==> src/rtl/uart_tx_arbiter.sv <==
// uart_tx_arbiter
//   Round-robin arbiter that lets three byte-stream requesters share one UART
//   transmitter. A granted requester keeps the UART until the byte flagged as
//   last has been sent, or until a byte is not acknowledged within TIMEOUT
//   cycles. A timeout drops the rest of that message.
//
// Ports
//   clk          clock, all state on the rising edge
//   reset        asynchronous reset, active low
//   req[2:0]     per-requester "byte available"
//   req_data     byte of requester i on [8i+7:8i]
//   req_last     per-requester "current byte ends the message"
//   req_ack      one-cycle pulse: requester's byte taken
//   grant        one-hot owner of the UART, 0 when idle
//   tx_data      byte to the UART
//   tx_start     one-cycle pulse: transmit tx_data
//   tx_done      one-cycle pulse from the UART: byte sent
//   busy         high whenever the arbiter is not idle
//   err_timeout  sticky timeout flag, cleared only by reset
module uart_tx_arbiter #(
    parameter int unsigned TIMEOUT = 20000
) (
    input  logic        clk,
    input  logic        reset,
    input  logic [2:0]  req,
    input  logic [23:0] req_data,
    input  logic [2:0]  req_last,
    output logic [2:0]  req_ack,
    output logic [2:0]  grant,
    output logic [7:0]  tx_data,
    output logic        tx_start,
    input  logic        tx_done,
    output logic        busy,
    output logic        err_timeout
);

    typedef enum logic [1:0] {
        IDLE = 2'd0,
        SEND = 2'd1,
        WAIT = 2'd2
    } state_e;

    localparam logic [15:0] TIMER_LAST = 16'(TIMEOUT - 1);

    state_e      state_q;
    logic [1:0]  last_grant_q;
    logic [1:0]  gidx_q;
    logic        last_q;
    logic [15:0] timer_q;
    logic [2:0]  grant_q;
    logic [2:0]  req_ack_q;
    logic [7:0]  tx_data_q;
    logic        tx_start_q;
    logic        busy_q;
    logic        err_q;

    logic [1:0]  pick_d;
    logic        pick_vld_d;
    logic [1:0]  cand_d;

    // Round robin: first requesting index searching upward modulo 3,
    // starting just after the previous owner.
    always_comb begin
        pick_d     = '0;
        pick_vld_d = 1'b0;
        cand_d     = '0;
        for (int unsigned i = 1; i <= 3; i++) begin
            cand_d = 2'((32'(last_grant_q) + i) % 3);
            if (!pick_vld_d && req[cand_d]) begin
                pick_d     = cand_d;
                pick_vld_d = 1'b1;
            end
        end
    end

    always_ff @(posedge clk or negedge reset) begin
        if (!reset) begin
            state_q      <= IDLE;
            last_grant_q <= 2'd2;
            gidx_q       <= '0;
            last_q       <= 1'b0;
            timer_q      <= '0;
            grant_q      <= '0;
            req_ack_q    <= '0;
            tx_data_q    <= '0;
            tx_start_q   <= 1'b0;
            busy_q       <= 1'b0;
            err_q        <= 1'b0;
        end else begin
            // Pulses last exactly one cycle: the first cycle of WAIT.
            tx_start_q <= 1'b0;
            req_ack_q  <= '0;
            case (state_q)
                IDLE: begin
                    if (pick_vld_d) begin
                        gidx_q  <= pick_d;
                        grant_q <= 3'b001 << pick_d;
                        busy_q  <= 1'b1;
                        state_q <= SEND;
                    end else begin
                        grant_q <= '0;
                    end
                end
                SEND: begin
                    // Owner withdrew its request: hold the lock, emit nothing.
                    if (req[gidx_q]) begin
                        tx_data_q  <= req_data[{gidx_q, 3'b000} +: 8];
                        tx_start_q <= 1'b1;
                        req_ack_q  <= grant_q;
                        last_q     <= req_last[gidx_q];
                        timer_q    <= '0;
                        state_q    <= WAIT;
                    end
                end
                WAIT: begin
                    // tx_done takes priority over a simultaneous timeout.
                    if (tx_done) begin
                        if (last_q) begin
                            last_grant_q <= gidx_q;
                            grant_q      <= '0;
                            busy_q       <= 1'b0;
                            state_q      <= IDLE;
                        end else begin
                            state_q <= SEND;
                        end
                    end else if (timer_q == TIMER_LAST) begin
                        err_q        <= 1'b1;
                        last_grant_q <= gidx_q;
                        grant_q      <= '0;
                        busy_q       <= 1'b0;
                        state_q      <= IDLE;
                    end else begin
                        timer_q <= timer_q + 16'd1;
                    end
                end
                default: begin
                    grant_q <= '0;
                    busy_q  <= 1'b0;
                    state_q <= IDLE;
                end
            endcase
        end
    end

    assign req_ack     = req_ack_q;
    assign grant       = grant_q;
    assign tx_data     = tx_data_q;
    assign tx_start    = tx_start_q;
    assign busy        = busy_q;
    assign err_timeout = err_q;

endmodule

==> config.mk <==
export PLATFORM = sky130hd
export DESIGN_NAME = uart_tx_arbiter
export DESIGN_NICKNAME = d
export VERILOG_FILES = /design/src/rtl/uart_tx_arbiter.sv
export SDC_FILE = /design/constraint.sdc
export NUM_CORES = 1
export LEC_CHECK = 0
export BUFFER_PORTS_ARGS = -buffer_cell sky130_fd_sc_hd__buf_2
export CAP_MARGIN = 10
export CORE_UTILIZATION = 50
export DETAILED_ROUTE_END_ITERATION = 7
export MAX_ROUTING_LAYER = met4
export PLACE_DENSITY = 0.75
export SYNTH_ARGS = -nofsm -noshare
export SYNTH_HDL_FRONTEND = slang
export SYNTH_SLANG_ARGS = --single-unit
==> constraint.sdc <==
create_clock -name clk -period 4.4 [get_ports clk]
set_input_delay 0.22 -clock clk [delete_from_list [all_inputs] [get_ports clk]]
set_output_delay 0.22 -clock clk [all_outputs]
set_load 0.02 [all_outputs]
==> Yosys cells after proc, flatten, opt, wreduce, memory -nomap -nowiden <==
Index checks and enable logic that the tools add are counted.
{ "word_totals": {"word_cells": 94, "ff_bits": 40, "out_inout_bits": 17} }
{ "classes": {"n_shift": 2, "bitwise_logic": 2, "n_eq_ne": 10, "reduce_logical": 15, "div_mod_pow": 3, "n_mux": 43, "addsub": 4, "magnitude_cmp": 4} }
{ "ops": {"columns": ["cell", "n"], "rows": [
  ["$mod A32 B2 Y32 const B", 3],
  ["$mux W16", 3],
  ["$pmux W16 S2", 1],
  ["$shiftx A24 B6 Y8", 1],
  ["$mux W2", 10],
  ["$mux W3", 6],
  ["$add A16 B1 Y16 const B", 1],
  ["$eq A16 B15 Y1 const B", 1],
  ["$mux W1", 15],
  ["$lt A2 B3 Y1 const B", 4],
  ["$reduce_and A3 Y1", 4],
  ["$bmux W1 S2", 5],
  ["$pmux W3 S3", 1],
  ["$ne A2 B2 Y1 const B", 4],
  ["$reduce_and A4 Y1", 2],
  ["$add A2 B2 Y3 const B", 2],
  ["$ne A3 B3 Y1 const B", 2],
  ["$pmux W2 S3", 1],
  ["$reduce_and A2 Y1", 2],
  ["$reduce_bool A2 Y1", 2],
  ["$add A2 B1 Y3 const B", 1],
  ["$pmux W1 S3", 1],
  ["$shl A1 B2 Y3 const A", 1],
  ["$eq A2 B1 Y1 const B", 1],
  ["6 further kinds", 9]
]} }

==> Logic depth before layout (Yosys ltp) <==
{ "logic_depth": {"ltp_word": 14, "depth_mapped": 8, "mapped_depth_nobuf": 7} }

==> Worst setup path after synthesis <==
Ideal clock, no wire load.
{ "synth_timing": {"kind": "reg2reg", "start": "reg last_grant_q[1]", "end": "reg gidx_q[1]", "setup_ns": 0.118, "stages_incl_launch_ff": 8, "path_slack_ns": 2.441, "synth_period_minus_slack_ns": 1.959, "n_path_buf": 1, "t_arrival_ns": 1.841, "required_ns": 4.282, "path_cell_list": "dfstp_2 -> ha_1 -> clkbuf_1 -> nand2_1 -> a211o_1 -> a22oi_1 -> nor3_1 -> a21o_1"} }
{ "synth_between": {"elab_chain_len": 12, "elab_cells_between_ends": 23, "cone_classes": "3 x add/sub; 3 x div; 12 x mux; 5 x reduce/logical"} }
{ "synth_rtl": {"columns": ["element", "line", "rtl"], "rows": [
  ["start, declared", "46", "logic [1:0] last_grant_q;"],
  ["start signal, assigned", "119", "last_grant_q <= gidx_q;"],
  ["start signal, assigned", "128", "last_grant_q <= gidx_q;"],
  ["$add A2 B1 Y3", "68", "cand_d = 2'((32'(last_grant_q) + i) % 3);"],
  ["$mod A32 B2 Y32", "68", null],
  ["$bmux W1 S2", "69", "if (!pick_vld_d && req[cand_d]) begin"],
  ["$mux W1 (not written as such)", "69", null],
  ["$mux W1", "69", null],
  ["$logic_not A1 Y1", "69", null],
  ["$logic_and A1 B1 Y1", "69", null],
  ["$mux W1", "69", null],
  ["$logic_not A1 Y1", "69", null],
  ["$logic_and A1 B1 Y1", "69", null],
  ["$mux W1", "69", null],
  ["$reduce_and A2 Y1 (no source line)", null, null],
  ["end signal, assigned", "96", "gidx_q <= pick_d;"],
  ["end, declared", "47", "logic [1:0] gidx_q;"]
]} }
Parallel ways exist; a longest one is shown, timed or not. The select of a mux whose other input is x is not followed.
A chain may end at the register's enable or synchronous reset.

==> Worst setup path after layout <==
{ "layout_timing": {"start": "reg gidx_q[0]", "end": "reg timer_q[13]"} }
{ "layout_between": {"elab_chain_len": 4} }
{ "layout_rtl": {"columns": ["element", "line", "rtl"], "rows": [
  ["$bmux W1 S2", "106", "if (req[gidx_q]) begin"],
  ["$mux W1 (not written as such)", "106", null],
  ["$ne A2 B2 Y1 (no source line)", null, null],
  ["$reduce_and A4 Y1 (no source line)", null, null],
  ["end signal, assigned", "133", "timer_q <= timer_q + 16'd1;"],
  ["end, declared", "49", "logic [15:0] timer_q;"]
]} }
Every way passes these cells. The select of a mux whose other input is x is not followed.

==> summary.md <==
| Metric | Value |
|---|---|
| PortBufs | between 40 and 50 |
| H-tree lvl count | 2 |
| Max-cap violations | 0 |
| Psw | roughly 0.59 mW |
| Setup TNS | 0 ps |
| RSZ-0062 raised after global routing | no |
| Net count reported at finish | 315 |
| Post-CTS sizing | 0 |
| Avg WL per Cell | 14.4 um |
| Mapped Nets | 269 |
| Peak Freq | around 0.33 GHz |
| Area occupied by multi-input gates | 0.00110 mm2 |
| Worst-Margin Slew | 864 ps |
| Clock sinks | 40 |
| GPL Wtd Cong | 0.893 |
| First-pass GRT wire length | roughly 7.5 mm |
| Initial core utilization | a little over half |
| Unique masters post-synth | 51 |
| Die width | 68.0 um |
| Most frequent cell after synthesis | dfrtp_1 |
| Clk buf depth | 2 |
| Fillers | between 300 and 400 |
| Outcome | finished clean |
| Syn Area/Cell | about 9.4 um2 |
| Final total power | about 1.5 mW |
| DR vias/cell | between 5 and 6 |
| Post-DP HPWL | roughly 3.3 mm |
| Final WL | approximately 4.7 mm |
| Commonest cells in the netlist | 39 x dfrtp_1, 25 x nand2_1, 21 x nor2_1 |
| Area Overhead vs Synth | 18.0% |
| Number of global-route vias before repair | 1610 |
| Initial antenna violation count | 0 |
| Internal power | about 0.9 mW |
| FF-to-FF setup slack | around 1400 ps |
| Clock latency on the worst-skew pair | ~290 ps |
| Min Tclk post-route | between 3000 and 4000 ps |
| Overall routing resource usage | 22.5% |
| Die height | just under 70 um |
| Num CTS Buffers | 5 |
| Reg power frac | between 30% and 40% |
| CP max FO | 24 |
| Final Cycle Share | between 60 and 70% |
| Sequential share of the synthesized area | between 40% and 50% |
| Routed vias | about 1800 |
| Core Box Area | between 0.004 and 0.005 mm2 |
| Iter 0 DRT Violations | approximately 140 |
| CP startpoint kind | flop |
| Worst Path Arrival | between 3000 and 4000 ps |
| Synth top area cells | dfrtp_1 45%, mux2i_1 5.1%, nand2_1 4.3% |
| Mapped Cells | 232 |
| Area occupied by registers | approximately 0.001 mm2 |
| Clock network power share | 22.0% |
| Crit Path Category | reg -> reg |
| Cell taking the most area after synthesis | dfrtp_1 |
| Hold Path Class | in -> async |
| CP endpoint kind | flop |
| Comb power frac | roughly 40% |
| Final Hold Viols | 0 |
| Yosys Warn Count | 0 |
| Synth Cell Area | ~0.0022 mm2 |
| Drc violations | 0 |
| CTS tree | built |
| Post-CTS setup buffer count | 0 |
| Pwr/cell area | just under 600 mW/mm2 |
| Largest net degree at the start of global routing | 41 |
| Clock Skew | between 3 and 4 ps |
| Post-layout instance count excluding filler cells | between 300 and 400 |
| Layout cells sized above 1 | between 20% and 30% |
| Row count | 23 |
| Lkg Pwr | approximately 1.3 nW |
| Pins Over Slew Limit | 0 |
| VDD IR max | between 0.3 and 0.4 mV |
| Sw frac | 39.3% |
| Placed Cells | roughly 320 |
| DRT Pass-1 Iters | 4 |
| Relative slew slack | a little over two fifths |
| # IOs | 50 |
| Die area | 0.00462 mm2 |
| Number of nets still failing antenna checks after routing | 0 |
| Post-synth ARST share | 100% |
| Post-CTS Hold Buffers | 0 |
| Root Driver | clkbuf_8 |
| Top-area cell type share of the netlist area | ~45% |
| Critical path data required time | 4630 ps |
| Gr ovfl total | 0 |
| Final setup viols | 0 |
| Number of flops mapped to enable cells by yosys | 0 |
| Top FF cell, synth | dfrtp_1 |
| Synth Register Bits | 40 |
| CTS clk-pin slew, worst paths | 80 ps |
| N_diodes | 0 |
## layout by cell type, fill, tap and decap left out, drive strengths merged, types with 7 or more instances in the layout
| cell type | instances |
|---|---|
| a21oi | 13 |
| buf | 49 |
| clkbuf | 7 |
| mux2i | 11 |
| nor2 | 22 |
| inv | 10 |
| xor2 | 8 |
| nand3 | 9 |
| o21ai | 16 |
| dfrtp | 39 |
| nand2 | 25 |
## worst max-delay path, cell delays in order (launching register included)
cell and delay (ps):
dfrtp_1 770, nor2b_1 300, o2bb2ai_1 260, nand2_1 550
inv_1 420, or4_1 590, nand2_1 80
## routing by layer
layer | GRT usage, % | wire length, um | up-vias
li1 | - | - | 924
met1 | 30.7 | 2300 | 852
met2 | 31.5 | 2140 | 48
met3 | 5.50 | 231 | 4
met4 | 9.64 | 48 | 0
met5 | - | 0 | -
## stage by stage
stage               hold WS (ps)  area, um2  utilization [%]  worst slack, ps
floorplan                  -75.6       2180                -             2440
CTS                         66.2       2570             62.9             1340
global route                 108       2570             62.9             1060
global placement             385       2440             59.8             1510
detailed placement           389       2440             59.8             1350
finish                      36.9       2570             62.9             1360
## path summary, 6_finish.rpt
check,end,cells past startpoint,start
min in group clk,tx_data[1]$_DFFE_PN0P_,3,req_data[17]
worst min-delay path,timer_q[11]$_DFFE_PN0P_,1,reset
worst max-delay path,timer_q[13]$_DFFE_PN0P_,6,gidx_q[0]$_DFFE_PN0P_
worst min register to register,err_timeout$_DFFE_PN0P_,1,err_timeout$_DFFE_PN0P_
worst max register to register,timer_q[13]$_DFFE_PN0P_,6,gidx_q[0]$_DFFE_PN0P_
max in group asynchronous,state_q[0]$_DFFE_PN0P_,1,reset
## logic make-up (layout without fill, tap and decap cells)
kind of cell    count (synthesis)  count (layout)  share of synthesized area, %
flops                          40              40                          46.0
simple gates                   88              88                          20.7
compound gates                 59              59                          18.0
xor+xnor                        8               8                          3.22
buf+inv                        20              67                          3.68
mux                            13              13                          6.09
fa+ha+maj                       4               4                          2.30
## layout make-up
type,count,share of cell area [%]
multi-input cells,172,42.6
flip-flops and latches,40,39.0
repair buffers,49,9.54
clock inverters,1,1.17
inverters,10,1.46
well taps,50,2.43
clock buffers,7,3.75
## power groups by stage
| stage | registers, mW | logic, mW | clock network (mW) |
|---|---|---|---|
| detailed placement | 0.571 | 0.596 | 0 |
| floorplan | 0.601 | 0.405 | 0 |
| global route | 0.581 | 0.667 | 0.356 |
| global placement | 0.569 | 0.587 | 0 |
| finish | 0.566 | 0.598 | 0.327 |
| CTS | 0.565 | 0.598 | 0.339 |
## flip-flops by register name, indices dropped and copies added (netlist names)
| register | cells |
|---|---|
| busy | 1 |
| tx_data | 8 |
| timer_q | 16 |
| grant | 3 |
| req_ack | 3 |
| state_q | 2 |
| gidx_q | 2 |
| err_timeout | 1 |
| tx_start | 1 |
| last_q | 1 |
| last_grant_q | 2 |
(Power assumes the default switching activity.)
